<file path="config.mk">
export PLATFORM = sky130hd
export DESIGN_NAME = data_mem_arbiter_flat
export DESIGN_NICKNAME = d
export VERILOG_FILES = /design/src/rtl/data_mem_arbiter_if.sv /design/src/rtl/data_mem_arbiter.sv /design/src/flat_wrapper.sv
export SDC_FILE = /design/constraint.sdc
export NUM_CORES = 1
export LEC_CHECK = 0
export BUFFER_PORTS_ARGS = -buffer_cell sky130_fd_sc_hd__clkbuf_2
export CORE_AREA = 2 2 134 136
export CTS_CLUSTER_SIZE = 10
export DETAILED_ROUTE_END_ITERATION = 10
export DIE_AREA = 0 0 136 138
export SYNTH_ARGS = -nofsm -noshare
export SYNTH_HDL_FRONTEND = slang
export SYNTH_SLANG_ARGS = --single-unit
</file>
<file path="constraint.sdc">
create_clock -name clk -period 4 [get_ports clk]
set_clock_uncertainty 0.2 [all_clocks]
set_input_delay 0.8 -clock clk [delete_from_list [all_inputs] [get_ports clk]]
set_output_delay 0.8 -clock clk [all_outputs]
set_load 0.05 [all_outputs]
</file>
<file path="src/rtl/data_mem_arbiter_if.sv">
// Bundle of the two requester ports and the data_mem port shared by data_mem_arbiter.
// slave is the arbiter's view; master is the requesters plus memory side.
interface data_mem_arbiter_if #(
    parameter int ADDR_W = 32
);
    logic              p0_req;
    logic              p0_we;
    logic [ADDR_W-1:0] p0_addr;
    logic [31:0]       p0_wdata;
    logic [3:0]        p0_sign_mask;
    logic              p0_ack;
    logic [31:0]       p0_rdata;

    logic              p1_req;
    logic              p1_we;
    logic [ADDR_W-1:0] p1_addr;
    logic [31:0]       p1_wdata;
    logic [3:0]        p1_sign_mask;
    logic              p1_ack;
    logic [31:0]       p1_rdata;

    logic [ADDR_W-1:0] mem_addr;
    logic [31:0]       mem_write_data;
    logic              mem_memread;
    logic              mem_memwrite;
    logic [3:0]        mem_sign_mask;
    logic [31:0]       mem_read_data;
    logic              mem_stall;

    modport slave (
        input  p0_req, p0_we, p0_addr, p0_wdata, p0_sign_mask,
        output p0_ack, p0_rdata,
        input  p1_req, p1_we, p1_addr, p1_wdata, p1_sign_mask,
        output p1_ack, p1_rdata,
        output mem_addr, mem_write_data, mem_memread, mem_memwrite, mem_sign_mask,
        input  mem_read_data, mem_stall
    );

    modport master (
        output p0_req, p0_we, p0_addr, p0_wdata, p0_sign_mask,
        input  p0_ack, p0_rdata,
        output p1_req, p1_we, p1_addr, p1_wdata, p1_sign_mask,
        input  p1_ack, p1_rdata,
        input  mem_addr, mem_write_data, mem_memread, mem_memwrite, mem_sign_mask,
        output mem_read_data, mem_stall
    );
endinterface

</file>
<file path="src/rtl/data_mem_arbiter.sv">
// Round-robin arbiter sharing one data_mem port between the CPU (port 0) and debug/DMA (port 1).
// One access in flight; ISSUE/WAIT/RESP sequencing covers read latency and write stall.
module data_mem_arbiter #(
    parameter int ADDR_W = 32,
    parameter int RD_LAT = 1,
    parameter int WR_LAT = 2
) (
    input  logic              clk,
    input  logic              reset_n,
    data_mem_arbiter_if.slave bus,
    output logic              busy,
    output logic              grant_id
);
    localparam int MAX_LAT = (RD_LAT > WR_LAT) ? RD_LAT : WR_LAT;
    localparam int CNT_W   = $clog2(MAX_LAT) + 1;

    typedef enum logic [1:0] {IDLE, ISSUE, WAIT, RESP} state_t;

    state_t            state;
    logic              last_grant;
    logic              grant_q;
    logic              we_q;
    logic [ADDR_W-1:0] addr_q;
    logic [31:0]       wdata_q;
    logic [3:0]        mask_q;
    logic [CNT_W-1:0]  cnt;
    logic              memread_q;
    logic              memwrite_q;
    logic              ack0_q;
    logic              ack1_q;
    logic [31:0]       rdata0_q;
    logic [31:0]       rdata1_q;

    logic              any_req;
    logic              pick;
    logic              pick_we;
    logic [ADDR_W-1:0] pick_addr;
    logic [31:0]       pick_wdata;
    logic [3:0]        pick_mask;
    logic [31:0]       resp_data;

    // On a tie the port that did not win last time gets the memory.
    always_comb begin
        any_req = bus.p0_req | bus.p1_req;
        pick    = 1'b0;
        if (bus.p0_req && bus.p1_req) begin
            pick = ~last_grant;
        end else if (bus.p1_req) begin
            pick = 1'b1;
        end
        pick_we    = pick ? bus.p1_we        : bus.p0_we;
        pick_addr  = pick ? bus.p1_addr      : bus.p0_addr;
        pick_wdata = pick ? bus.p1_wdata     : bus.p0_wdata;
        pick_mask  = pick ? bus.p1_sign_mask : bus.p0_sign_mask;
        resp_data  = we_q ? 32'h0 : bus.mem_read_data;
    end

    always_ff @(posedge clk) begin
        if (!reset_n) begin
            state      <= IDLE;
            last_grant <= 1'b1;
            grant_q    <= 1'b0;
            we_q       <= 1'b0;
            addr_q     <= '0;
            wdata_q    <= '0;
            mask_q     <= '0;
            cnt        <= '0;
            memread_q  <= 1'b0;
            memwrite_q <= 1'b0;
            ack0_q     <= 1'b0;
            ack1_q     <= 1'b0;
            rdata0_q   <= '0;
            rdata1_q   <= '0;
        end else begin
            memread_q  <= 1'b0;
            memwrite_q <= 1'b0;
            ack0_q     <= 1'b0;
            ack1_q     <= 1'b0;
            case (state)
                IDLE: begin
                    if (any_req) begin
                        grant_q    <= pick;
                        last_grant <= pick;
                        we_q       <= pick_we;
                        addr_q     <= pick_addr;
                        wdata_q    <= pick_wdata;
                        mask_q     <= pick_mask;
                        memread_q  <= ~pick_we;
                        memwrite_q <= pick_we;
                        state      <= ISSUE;
                    end
                end
                ISSUE: begin
                    cnt   <= we_q ? CNT_W'(WR_LAT) : CNT_W'(RD_LAT);
                    state <= WAIT;
                end
                WAIT: begin
                    // Counter parks at zero while the memory keeps stalling.
                    if ((cnt <= CNT_W'(1)) && !bus.mem_stall) begin
                        state <= RESP;
                        if (grant_q) begin
                            ack1_q   <= 1'b1;
                            rdata1_q <= resp_data;
                        end else begin
                            ack0_q   <= 1'b1;
                            rdata0_q <= resp_data;
                        end
                    end
                    if (cnt != '0) begin
                        cnt <= cnt - 1'b1;
                    end
                end
                RESP: begin
                    state <= IDLE;
                end
                default: begin
                    state <= IDLE;
                end
            endcase
        end
    end

    assign bus.mem_addr       = addr_q;
    assign bus.mem_write_data = wdata_q;
    assign bus.mem_sign_mask  = mask_q;
    assign bus.mem_memread    = memread_q;
    assign bus.mem_memwrite   = memwrite_q;
    assign bus.p0_ack         = ack0_q;
    assign bus.p1_ack         = ack1_q;
    assign bus.p0_rdata       = rdata0_q;
    assign bus.p1_rdata       = rdata1_q;
    assign busy               = (state != IDLE);
    assign grant_id           = grant_q;
endmodule

</file>
<file path="src/flat_wrapper.sv">
// flat-port wrapper written by rule: the top's interface ports become plain ports
module data_mem_arbiter_flat 
#(
    parameter int ADDR_W = 32,
    parameter int RD_LAT = 1,
    parameter int WR_LAT = 2
)
  (clk, reset_n, busy, grant_id, bus_p0_req, bus_p0_we, bus_p0_addr, bus_p0_wdata, bus_p0_sign_mask, bus_p0_ack, bus_p0_rdata, bus_p1_req, bus_p1_we, bus_p1_addr, bus_p1_wdata, bus_p1_sign_mask, bus_p1_ack, bus_p1_rdata, bus_mem_addr, bus_mem_write_data, bus_mem_memread, bus_mem_memwrite, bus_mem_sign_mask, bus_mem_read_data, bus_mem_stall);
  data_mem_arbiter_if #(.ADDR_W(ADDR_W)) bus_i ();
  input  logic clk;
  input  logic reset_n;
  output logic busy;
  output logic grant_id;
  input wire logic [$bits(bus_i.p0_req)-1:0] bus_p0_req;
  input wire logic [$bits(bus_i.p0_we)-1:0] bus_p0_we;
  input wire logic [$bits(bus_i.p0_addr)-1:0] bus_p0_addr;
  input wire logic [$bits(bus_i.p0_wdata)-1:0] bus_p0_wdata;
  input wire logic [$bits(bus_i.p0_sign_mask)-1:0] bus_p0_sign_mask;
  output wire logic [$bits(bus_i.p0_ack)-1:0] bus_p0_ack;
  output wire logic [$bits(bus_i.p0_rdata)-1:0] bus_p0_rdata;
  input wire logic [$bits(bus_i.p1_req)-1:0] bus_p1_req;
  input wire logic [$bits(bus_i.p1_we)-1:0] bus_p1_we;
  input wire logic [$bits(bus_i.p1_addr)-1:0] bus_p1_addr;
  input wire logic [$bits(bus_i.p1_wdata)-1:0] bus_p1_wdata;
  input wire logic [$bits(bus_i.p1_sign_mask)-1:0] bus_p1_sign_mask;
  output wire logic [$bits(bus_i.p1_ack)-1:0] bus_p1_ack;
  output wire logic [$bits(bus_i.p1_rdata)-1:0] bus_p1_rdata;
  output wire logic [$bits(bus_i.mem_addr)-1:0] bus_mem_addr;
  output wire logic [$bits(bus_i.mem_write_data)-1:0] bus_mem_write_data;
  output wire logic [$bits(bus_i.mem_memread)-1:0] bus_mem_memread;
  output wire logic [$bits(bus_i.mem_memwrite)-1:0] bus_mem_memwrite;
  output wire logic [$bits(bus_i.mem_sign_mask)-1:0] bus_mem_sign_mask;
  input wire logic [$bits(bus_i.mem_read_data)-1:0] bus_mem_read_data;
  input wire logic [$bits(bus_i.mem_stall)-1:0] bus_mem_stall;
  assign bus_i.p0_req = bus_p0_req;
  assign bus_i.p0_we = bus_p0_we;
  assign bus_i.p0_addr = bus_p0_addr;
  assign bus_i.p0_wdata = bus_p0_wdata;
  assign bus_i.p0_sign_mask = bus_p0_sign_mask;
  assign bus_p0_ack = bus_i.p0_ack;
  assign bus_p0_rdata = bus_i.p0_rdata;
  assign bus_i.p1_req = bus_p1_req;
  assign bus_i.p1_we = bus_p1_we;
  assign bus_i.p1_addr = bus_p1_addr;
  assign bus_i.p1_wdata = bus_p1_wdata;
  assign bus_i.p1_sign_mask = bus_p1_sign_mask;
  assign bus_p1_ack = bus_i.p1_ack;
  assign bus_p1_rdata = bus_i.p1_rdata;
  assign bus_mem_addr = bus_i.mem_addr;
  assign bus_mem_write_data = bus_i.mem_write_data;
  assign bus_mem_memread = bus_i.mem_memread;
  assign bus_mem_memwrite = bus_i.mem_memwrite;
  assign bus_mem_sign_mask = bus_i.mem_sign_mask;
  assign bus_i.mem_read_data = bus_mem_read_data;
  assign bus_i.mem_stall = bus_mem_stall;
  data_mem_arbiter #(.ADDR_W(ADDR_W), .RD_LAT(RD_LAT), .WR_LAT(WR_LAT)) u_core (.clk(clk), .reset_n(reset_n), .bus(bus_i), .busy(busy), .grant_id(grant_id));
endmodule
</file>
==> metrics.md, run 1 <==
| Metric | Value |
|---|---|
| Share of cells above drive strength 1 | `0.4180` |
| Design area | `8066 sq um` |
| Area of the multi-input gates | `about 2600 sq um` |
| H-tree Lvls | `4` |
| Routed vias | `~5,400` |
| Final setup fails | `0` |
| Leakage power | `3.681 nW` |
| Min Clock Period, post-route | `2.533 ns` |
| Fin Setup TNS | `0 ns` |
| Fin. Hold Viols | `0` |
| Asr flop ratio synth | `0` |
| Clock root buffer | `clkbuf_16` |
| WS Path Type | `reg2out` |
| Total gr overflow | `0` |
| Die Ht | `138 um` |
| Post-CTS setup buffers | `0` |
| Register area | `2863 sq um` |
| Initial core utilization | `0.3322` |
| Post-synth EDFFs | `0` |
| Primary FF master, synth | `dfxtp_1` |
| Avg Cell Area, Syn | `around 9.5 sq um` |
| GR Util All Layers | `0.1759` |
| R2R Setup Slk | `1.59 ns` |
| Synth Register Bits | `143` |
| Crit-path max FO | `6` |
| Worst reg-to-reg path cell count | `7` |
| Worst-margin pin slew | `about 1.1 ns` |
| Hpwl dp | `11,980 um` |
| P&R area growth vs syn | `38.47%` |
| Synth cell count leaders | `143 x dfxtp_1, 73 x o21ai_0, 72 x a21oi_1, 70 x mux2i_1, 64 x nand3_1` |
| Hold Crit Class | `reg2reg` |
| Seq/Total Area, Yosys | `0.4914` |
| Max Cap Viol | `0` |
| Peak VDD IR | `525.1 uV` |
| Unrepaired setup endpoints after global routing | `false` |
| Vias in the first global route | `roughly 5,000` |
| Row count | `49` |
| Max Fclk | `around 390 MHz` |
| Routability congestion estimate | `0.7801` |
| Fin worst setup slack | `around 1.5 ns` |
| Initial antenna violation count | `2` |
| Max Buffers Root-to-Sink | `2` |
| Final period utilization | `0.6332` |
| Placed cell areas | `7428 sq um` |
| Latest clock arrival within the worst-skew pair | `0.41 ns` |
| Number of I/O pins | `about 310` |
| Global-route wire length before repair | `about 26,000 um` |
| Most frequent cell after synthesis | `dfxtp_1` |
| Fillers | `~1,800` |
| Hold depth | `2` |
| Status | `completed` |
| Post-synthesis cell area | `about 6000 sq um` |
| CTS sink count | `about 140` |
| Slowest cell on crit path | `dfxtp_1` |
| 1st-pass router iterations | `4` |
| R2R Path End | `u_core.we_q` |
| Worst slew margin | `0.2597` |
| Drt total wl | `~17,000 um` |
| Post-DR wirelength/cell | `14.82 um` |
| Worst setup EP type | `output pin` |
| Via density | `approximately 4.8` |
| Syn Nets | `792` |
| Yosys top cell area share | `0.4914` |
| Post-synth cell types | `29` |
| Hold EP | `u_core.bus.p0_rdata[25]` |
| Worst EP arrival | `between 1.5 and 2 ns` |
| Worst Setup Start Kind | `register` |
| Hold path start | `u_core.bus.p0_rdata[25]` |
| Die Footprint | `18,770 sq um` |
| Ys Warns | `0` |
| DRT iter0 DRCs | `171` |
| Post-synth top area cell | `dfxtp_1` |
| Final Slew Violations | `0` |
| Worst path cell trace | `inv_1 > ha_1 > inv_2 > clkbuf_2` |
| Die Wd | `136 um` |
| Ranking of synthesized cells by area | `dfxtp_1 49%, mux2i_1 12%, o21ai_0 6.3%, a21oi_1 6.2%, nand3_1 5.5%` |
| PostCTS Resize Cnt | `0` |
| DRT antenna net count | `0` |
| RR Startpoint | `u_core.state[0]` |
| Total power | `0.005988 W` |
| Cts hold-fix bufs | `0` |
| Cell Pwr Density | `between 700 and 800 nW/um^2` |
| Post-Synthesis Cells | `612` |
| Dpl ws | `1.275 ns` |
| Core area | `17,530 sq um` |
| TritonCTS Buffers | `17` |
| Largest net degree at the start of global routing | `80` |
| Port bufs | `312` |
| Drt drc | `0` |
| Slowest stage delay, CP | `0.36 ns` |
| Layout Nets | `1,069` |
| Critical Path RT | `3.00 ns` |
| Clock slew at reported path FFs | `approximately 0.060 ns` |
| CTS tree | `yes` |
==> cell families (layout without fill, tap and decap cells) <==
group | count (synthesis) | in the layout | share of synthesized area
AO/OA/AOI/OAI | 213 | 213 | 0.2008
flip-flops | 143 | 143 | 0.4914
AND/OR/NAND/NOR | 114 | 114 | 0.1130
multiplexers | 70 | 70 | 0.1203
buffers and inverters | 67 | 357 | 0.06379
adder cells (fa/ha/maj) | 5 | 5 | 0.01074
other | 0 | 2 | 0
==> cells in the final DEF (no fill, tap or decap), drive strengths merged <==
cell,instances
a2111oi,1
a21boi,1
a21oi,72
a2bb2oi,1
and3,2
buf,6
bufinv,3
clkbuf,333
clkinv,1
clkinvlp,2
dfxtp,143
diode,2
ha,5
inv,12
mux2i,70
nand2,2
nand2b,1
nand3,64
nand3b,32
nor2,8
nor2b,2
nor4,1
o21a,2
o21ai,135
o221a,1
or4,2
==> power by group <==
group          switching (W)  internal, W
clock               0.000625      0.00106
sequential          0.000199      0.00175
combinational        0.00177     0.000577
total                0.00260      0.00339
==> routing by layer <==
metal	vias to the layer above	share of wire	GRT usage
met3	18	0.094	0.07334
met5	-	0	0
met4	0	0.016	0.06360
met2	198	0.49	0.2954
li1	2771	-	-
met1	2404	0.40	0.1985
==> stage by stage <==
step,util,hold slack (ns),instances
2_1_floorplan,-,0.2515,612
3_3_place_gp,0.4236,0.2445,1099
3_5_place_dp,0.4236,0.2531,1099
4_1_cts,0.4598,0.2611,1131
5_1_grt,0.4600,0.2723,1133
6_report,0.4600,0.2583,1133
==> state kept, by name (all words and copies together), names as in the netlist <==
register / flops
u_core.bus.mem_memwrite: 1
u_core.bus.mem_memread: 1
u_core.cnt: 2
u_core.grant_id: 1
u_core.bus.p0_rdata: 32
u_core.bus.p0_ack: 1
u_core.bus.mem_sign_mask: 4
u_core.bus.p1_ack: 1
u_core.last_grant: 1
u_core.state: 2
u_core.bus.mem_addr: 32
u_core.we_q: 1
u_core.bus.p1_rdata: 32
u_core.bus.mem_write_data: 32
==> layout make-up <==
cell class | instances | area share
Antenna cell | 2 | 0.0006204
Clock buffer | 22 | 0.06003
Clock inverter | 10 | 0.01846
Inverter | 8 | 0.003723
Multi-Input combinational cell | 402 | 0.3236
Sequential cell | 143 | 0.3549
Tap cell | 229 | 0.03552
Timing Repair Buffer | 317 | 0.2032
==> worst max-delay path by stage <==
| stage | slack, ns | to | startpoint | cells after the start |
|---|---|---|---|---|
| after global placement | 1.32 | u_core.bus.mem_write_data[3] | bus_p1_req | 5 |
| final | 1.47 | busy | u_core.state[0] | 4 |
| after detailed placement | 1.27 | u_core.bus.mem_write_data[3] | bus_p0_req | 5 |
| after global routing | 1.29 | u_core.bus.mem_addr[12] | u_core.state[0] | 7 |
| after floorplan | 1.99 | u_core.bus.p1_rdata[11] | u_core.grant_id | 6 |
| after CTS | 1.42 | busy | u_core.state[0] | 4 |
==> worst max-delay path, delay by kind of cell, from the launching register on <==
kind / cells / cell delay [ns]
flip-flops: 1 / 0.36
buffers and inverters: 3 / 0.48
adder cells (fa/ha/maj): 1 / 0.28
Power figures use the tool's default switching activity.
==> run 2: changes to the inputs <==
--- a/config.mk
+++ b/config.mk
@@ -5,11 +5,12 @@
 export SDC_FILE = /design/constraint.sdc
 export NUM_CORES = 1
 export LEC_CHECK = 0
+export ABC_AREA = 1
 export BUFFER_PORTS_ARGS = -buffer_cell sky130_fd_sc_hd__clkbuf_2
-export CORE_AREA = 2 2 134 136
+export CORE_AREA = 2 2 140 142
 export CTS_CLUSTER_SIZE = 10
 export DETAILED_ROUTE_END_ITERATION = 10
-export DIE_AREA = 0 0 136 138
+export DIE_AREA = 0 0 142 144
 export SYNTH_ARGS = -nofsm -noshare
 export SYNTH_HDL_FRONTEND = slang
 export SYNTH_SLANG_ARGS = --single-unit
==> constraint.sdc (replaced) <==
create_clock -name clk -period 2.3 [get_ports clk]
set_clock_uncertainty 0.2 [all_clocks]
set_input_delay 0.46 -clock clk [delete_from_list [all_inputs] [get_ports clk]]
set_output_delay 0.46 -clock clk [all_outputs]
set_load 0.05 [all_outputs]
==> run 2 against run 1 <==
Synthesized cell count rose by 53%. Area after synthesis rose by 8.4%. Wire length rose by 26%. Critical endpoint unchanged. Total power rose by 94%. Via count rose by 25%. Hold slack got worse by 0.20 ns. Sequential power rose by 76%. Design area rose by 7.6%. Sequential share of layout area fell by 2.5 points.
==> metrics.md, run 2 <==
| Metric | Value |
|---|---|
| Hpwl dp | `14,550 um (+21%)` |
| PostCTS Resize Cnt | `0 (unchanged)` |
| Syn Nets | `1,115 (+41%)` |
| Worst Setup Start Kind | `register` |
| Synth cell count leaders | `225 x nor2_1, 149 x nand2_1, 143 x dfxtp_1, 83 x o21ai_0, 81 x inv_1` |
| NetSw | `0.005294 W (+100%)` |
| Via density | `4.621 (-2.9%)` |
| Final Slew Violations | `0 (unchanged)` |
| Reg power frac | `0.295 (-0.031)` |
| Worst slew margin | `0.5752 (+0.3156)` |
| Core area | `19,080 sq um (+8.8%)` |
| Share of cells above drive strength 1 | `0.2962 (-0.1217)` |
| Total gr overflow | `0 (unchanged)` |
| Commonest non-fill, non-tap cells in the layout | `311 x clkbuf_2, 224 x nor2_1, 149 x nand2_1` |
| Layout Nets | `1,390 (+30%)` |
| Leakage power | `4.637 nW (+26%)` |
| Largest net degree at the start of global routing | `75 (-6.3%)` |
| CTS sink count | `143 (unchanged)` |
| Clock slew at reported path FFs | `0.07 ns (about the same)` |
| Routability congestion estimate | `0.8416 (+7.9%)` |
| Critical Path RT | `1.64 ns (-1.36 ns)` |
| Yosys top cell area share | `0.4532 (-0.03816)` |
| WS Path Type | `reg2out` |
| Initial antenna violation count | `1 (-1)` |
| Peak VDD IR | `799.6 uV (+52%)` |
| Post-Synthesis Cells | `935 (+53%)` |
| Initial core utilization | `0.3310 (-0.001201)` |
| Cts hold-fix bufs | `0 (unchanged)` |
| Synth Register Bits | `143 (unchanged)` |
| Post-synth EDFFs | `0 (unchanged)` |
| Combinational share of power | `0.436 (+0.044)` |
| Asr flop ratio synth | `0 (unchanged)` |
| 1st-pass router iterations | `4 (unchanged)` |
| Final setup fails | `0 (unchanged)` |
| Row count | `51 (+4.1%)` |
| Vias in the first global route | `6,203 (+25%)` |
| Post-CTS setup buffers | `0 (unchanged)` |
| Commonest non-fill, non-tap cell in the layout | `clkbuf_2` |
| Max Fclk | `464.6 MHz` |
| Ys Warns | `0 (unchanged)` |
| Global-route wire length before repair | `32,740 um (+26%)` |
| Unrepaired setup endpoints after global routing | `false` |
| Post-synthesis cell area | `6316 sq um (+8.4%)` |
| H-tree Lvls | `4 (unchanged)` |
| Hold Crit Class | `in2reg` |
| DRT antenna net count | `0 (unchanged)` |
| Post-synth top area cell | `dfxtp_1` |
| Die Footprint | `20,450 sq um (+9.0%)` |
| GR Util All Layers | `0.2033 (+0.02741)` |
| WHS | `0.05638 ns (-0.2019 ns)` |
| Fin. Hold Viols | `0 (unchanged)` |
| CTS tree | `yes` |
| Worst EP arrival | `1.49 ns (-0.04 ns)` |
| Fin Setup TNS | `0 ns (unchanged)` |
| Cell Pwr Density | `1341 nW/um^2 (+81%)` |
| Primary FF master, synth | `dfxtp_1` |
| Most frequent cell after synthesis | `nor2_1` |
| Routed vias | `6,756 (+25%)` |
| Crit-path max FO | `4 (-2)` |
| Worst setup EP type | `output pin` |
| Status | `completed` |
| Drt drc | `0 (unchanged)` |
| Max Buffers Root-to-Sink | `2 (unchanged)` |
| Port bufs | `312 (unchanged)` |
| Clock root buffer | `clkbuf_16` |
| Internal power | `0.006346 W (+87%)` |
| Number of I/O pins | `313 (unchanged)` |
| Post-synth cell types | `19 (-34%)` |
| Avg Cell Area, Syn | `6.755 sq um (-29%)` |
| P&R area growth vs syn | `37.42%` |
| Max Cap Viol | `0 (unchanged)` |
| Die Wd | `142 um (+4.4%)` |
| Clk pwr share | `0.269 (-0.012)` |
| Final period utilization | `0.9357` |
| Ranking of synthesized cells by area | `dfxtp_1 45%, nor2_1 13%, nand2_1 8.9%, o21ai_0 6.6%, a21oi_1 6.0%` |
| Drt total wl | `21,110 um (+26%)` |
| Total power | `0.01164 W (+94%)` |
| TritonCTS Buffers | `17 (unchanged)` |
| Worst-margin pin slew | `0.6371 ns (-0.4718 ns)` |
| Latest clock arrival within the worst-skew pair | `0.42 ns (about the same)` |
| Seq/Total Area, Yosys | `0.4532 (-0.03816)` |
| Post-DR wirelength/cell | `14.44 um (-2.6%)` |
| Min Clock Period, post-route | `2.152 ns` |
| Die Ht | `144 um (+4.3%)` |
| DRT iter0 DRCs | `264 (+54%)` |
| Sw Ratio | `0.4548 (+0.02108)` |
==> run 2: worst max-delay path, cell delays in order (launching register included) <==
cell and delay [ns]:
dfxtp_1 0.35, inv_1 0.07, ha_1 0.22, inv_1 0.12, clkbuf_2 0.32
==> run 2: logic make-up after synthesis <==
logic type / count (synthesis) / share of synthesized area
and+or+nand+nor: 453 / 0.2878
buffers and inverters: 151 / 0.1028
adders and majority gates: 5 / 0.009905
DFF: 143 / 0.4532
AOI/OAI and AO/OA: 183 / 0.1462
==> run 2: worst paths after layout <==
check	from	endpoint	slack, ns	cells after the start
min	bus_p0_addr[21]	u_core.bus.mem_addr[21]	0.06	3
max	u_core.state[1]	busy	0.15	4
max reg2reg	u_core.state[0]	u_core.bus.mem_addr[27]	0.49	8
min reg2reg	u_core.bus.p0_rdata[27]	u_core.bus.p0_rdata[27]	0.26	2
==> run 2: power by group through the flow <==
stage	clock (W)	sequential (W)	combinational (W)
finish	0.00313	0.00343	0.00507
global route	0.00330	0.00351	0.00553
CTS	0.00320	0.00344	0.00511
detailed placement	0	0.00347	0.00510
global placement	0	0.00346	0.00509
floorplan	0	0.00537	0.00200
==> run 2: through the flow <==
step	std cells	cell area (sq um)	setup slack [ns]	utilization
6_report	1462	8680	0.1478	0.4549
5_1_grt	1460	8675	0.04192	0.4547
4_1_cts	1460	8675	0.1147	0.4547
3_5_place_dp	1429	8015	0.4317	0.4201
3_3_place_gp	1429	8015	0.3995	0.4201
2_1_floorplan	935	6316	0.4545	-
==> run 2: area by class of cell <==
class / count / area, sq um
antenna: 2 / 5.005
clock buffer: 19 / 452.9
clock inverter: 12 / 206.4
fill: 2008 / 10400
inverter: 81 / 304.0
multi-input combinational: 641 / 2806
sequential: 143 / 2863
tap: 238 / 297.8
timing repair buffer: 326 / 1744
==> run 2: routing by layer <==
metal	share of wire	vias up	global-route usage
met5	0	-	0
met4	0.022	0	0.07895
met3	0.080	30	0.07185
met2	0.47	240	0.3229
met1	0.43	2988	0.2533
li1	-	3498	-
==> run 3: changes to the inputs <==
--- a/config.mk
+++ b/config.mk
@@ -11,6 +11,7 @@
 export CTS_CLUSTER_SIZE = 10
 export DETAILED_ROUTE_END_ITERATION = 10
 export DIE_AREA = 0 0 142 144
+export SETUP_SLACK_MARGIN = 0.5
 export SYNTH_ARGS = -nofsm -noshare
 export SYNTH_HDL_FRONTEND = slang
 export SYNTH_SLANG_ARGS = --single-unit
==> run 3 against run 2 <==
Wire length is 6.2% higher. Cell count is 1.0% higher. Design area is 3.3% higher. Core utilization is 1.5 points higher. Total power is 3.9% higher. Worst setup slack better by 0.24 ns.
==> metrics.md, run 3 (same netlist as run 2, synthesis figures left out) <==
| Metric | Value |
|---|---|
| Final setup fails | `0 (unchanged)` |
| Fillers | `1,994 (-0.70%)` |
| Layout Nets | `1,406 (+1.2%)` |
| Peak VDD IR | `895.5 uV (+12%)` |
| Hold Crit Class | `in2reg` |
| Status | `completed` |
| Vias in the first global route | `6,267 (+1.0%)` |
| DRT iter0 DRCs | `240 (-9.1%)` |
| Placed cell areas | `8044 sq um (+0.36%)` |
| R2R Setup Slk | `0.42 ns (-0.07 ns)` |
| Final Non-Filler Cells | `1,477 (+1.0%)` |
| Worst Setup Start Kind | `register` |
| 1st-pass router iterations | `4 (unchanged)` |
| Worst-margin pin slew | `0.4555 ns (-0.1816 ns)` |
| Commonest non-fill, non-tap cell in the layout | `clkbuf_2` |
| Drt total wl | `22,410 um (+6.2%)` |
| Worst Path Buf+Inv | `3 (unchanged)` |
| WS Path Type | `reg2out` |
| Max Cap Viol | `0 (unchanged)` |
| RR Startpoint | `u_core.state[1]` |
| WHS | `0.05725 ns (+0.0008727 ns)` |
| Fin worst setup slack | `0.3875 ns (+0.2397 ns)` |
| Via density | `4.651 (+0.65%)` |
| Worst slew margin | `0.6963 (+0.1211)` |
| Initial core utilization | `0.3310 (unchanged)` |
| Slowest cell on crit path | `dfxtp_2` |
| Slowest stage delay, CP | `0.33 ns (-0.02 ns)` |
| Fin. Hold Viols | `0 (unchanged)` |
| DRT antenna net count | `0 (unchanged)` |
| Fin Setup TNS | `0 ns (unchanged)` |
| Number of I/O pins | `313 (unchanged)` |
| Min Clock Period, post-route | `1.913 ns (-0.2397 ns)` |
| Commonest non-fill, non-tap cells in the layout | `309 x clkbuf_2, 224 x nor2_1, 149 x nand2_1` |
| Core area | `19,080 sq um (unchanged)` |
| CTS tree | `yes` |
| Crit-path max FO | `3 (-1)` |
| Leakage power | `4.763 nW (+2.7%)` |
| Global-route wire length before repair | `32,670 um (-0.21%)` |
| Area of the multi-input gates | `2848 sq um (+1.5%)` |
| Largest net degree at the start of global routing | `70 (-6.7%)` |
| Design area | `8969 sq um (+3.3%)` |
| Max Buffers Root-to-Sink | `2 (unchanged)` |
| Latest clock arrival within the worst-skew pair | `0.41 ns (about the same)` |
| CTS sink count | `143 (unchanged)` |
| H-tree Lvls | `4 (unchanged)` |
| R2R Path End | `u_core.bus.mem_addr[16]` |
| Cell Pwr Density | `1348 nW/um^2 (+0.52%)` |
| Total gr overflow | `0 (unchanged)` |
| Die Footprint | `20,450 sq um (unchanged)` |
| Register area | `2865 sq um (about the same)` |
| Worst setup EP type | `output pin` |
| Crit path to | `busy` |
| Clock slew at reported path FFs | `0.06 ns (about the same)` |
| Worst path cell trace | `inv_2 > ha_4 > clkinvlp_4 > clkbuf_16` |
| Port bufs | `312 (unchanged)` |
| Worst reg-to-reg path cell count | `10 (+2)` |
| Post-DR wirelength/cell | `15.17 um (+5.1%)` |
| Share of cells above drive strength 1 | `0.3142 (+0.01798)` |
| P&R area growth vs syn | `42.00%` |
| Placed Instances | `1,429 (unchanged)` |
| Setup crit start | `u_core.state[1]` |
| Initial antenna violation count | `1 (unchanged)` |
| Final Slew Violations | `0 (unchanged)` |
| TritonCTS Buffers | `17 (unchanged)` |
| Cts hold-fix bufs | `0 (unchanged)` |
| Die Ht | `144 um (unchanged)` |
| Worst EP arrival | `1.25 ns (-0.24 ns)` |
| GR Util All Layers | `0.2034 (about the same)` |
| Critical Path RT | `1.64 ns (about the same)` |
| CP Depth | `4 (unchanged)` |
| Routability congestion estimate | `0.8055 (-4.3%)` |
| Dpl ws | `0.3722 ns (-0.05945 ns)` |
| Drt drc | `0 (unchanged)` |
| Hpwl dp | `14,500 um (-0.33%)` |
| Routed vias | `6,870 (+1.7%)` |
| Row count | `51 (unchanged)` |
| Clock root buffer | `clkbuf_16` |
| Unrepaired setup endpoints after global routing | `true` |
| Max Fclk | `522.9 MHz (+13%)` |
| Final period utilization | `0.8315 (-0.1042)` |
| Family with the most delay on the worst path | `buffers and inverters` |
| Die Wd | `142 um (unchanged)` |
[run 3: changes by cell type in the layout (fill, tap and decap cells not counted), moves of 3 or more]
cell,change
buf_12,+3
clkbuf_1,+3
inv_1,-3
o21ai_0,-3
a21oi_1,-7
clkbuf_16,+6
a21oi_2,+7
bufinv_16,-3
o21ai_1,+3
[run 3: worst min-delay path: cells and delay by family]
| kind | cells | cell delay [ns] |
|---|---|---|
| simple gates | 1 | 0.06 |
| buf+inv | 1 | 0.07 |
| compound gates | 1 | 0.05 |
[run 3: what timing repair did]
item | CTS | global route
resized for setup | 9 | 22
endpoints found under the hold margin | 0 | 0
endpoints found under the setup margin | 4 | 134
buffers inserted | 2 | 5
pin swaps | 1 | 20
cloned | 1 | 8
[run 3: routing by layer]
| metal | routed length, um | up-vias | GRT usage |
|---|---|---|---|
| met4 | 359 | 0 | 0.06158 |
| met2 | 10810 | 230 | 0.3382 |
| met3 | 1615 | 24 | 0.06656 |
| met5 | 0 | - | 0 |
| li1 | - | 3538 | - |
| met1 | 9625 | 3078 | 0.2514 |
[run 3: through the flow]
| stage | total power (W) | utilization |
|---|---|---|
| after floorplan | 0.007413 | - |
| after global placement | 0.008606 | 0.4216 |
| after detailed placement | 0.008614 | 0.4216 |
| after CTS | 0.01162 | 0.4560 |
| after global routing | 0.01278 | 0.4701 |
| final | 0.01209 | 0.4701 |
[run 3: worst min-delay path by stage]
| stage | cells past startpoint | start | end | slack (ns) |
|---|---|---|---|---|
| global route | 3 | bus_p0_wdata[23] | u_core.bus.mem_write_data[23] | 0.06 |
| CTS | 3 | bus_p0_addr[13] | u_core.bus.mem_addr[13] | 0.05 |
| finish | 3 | bus_p0_addr[13] | u_core.bus.mem_addr[13] | 0.06 |
| detailed placement | 2 | u_core.bus.p0_rdata[27] | u_core.bus.p0_rdata[27] | 0.25 |
| floorplan | 2 | u_core.last_grant | u_core.last_grant | 0.25 |
| global placement | 2 | u_core.bus.p0_rdata[27] | u_core.bus.p0_rdata[27] | 0.25 |
[run 3: where the power goes]
| group | total [W] | internal [W] | switching, W |
|---|---|---|---|
| clock network | 0.00276 | 0.00165 | 0.00110 |
| registers | 0.00342 | 0.00310 | 0.000321 |
| logic | 0.00591 | 0.00179 | 0.00412 |
[run 3: cell type report]
class	count	share of cell area
antenna	1	0.0002790
clock buffer	22	0.05176
clock inverter	9	0.01214
inverter	81	0.03432
multi-input combinational	641	0.3175
sequential	143	0.3195
tap	238	0.03320
timing repair buffer	342	0.2313
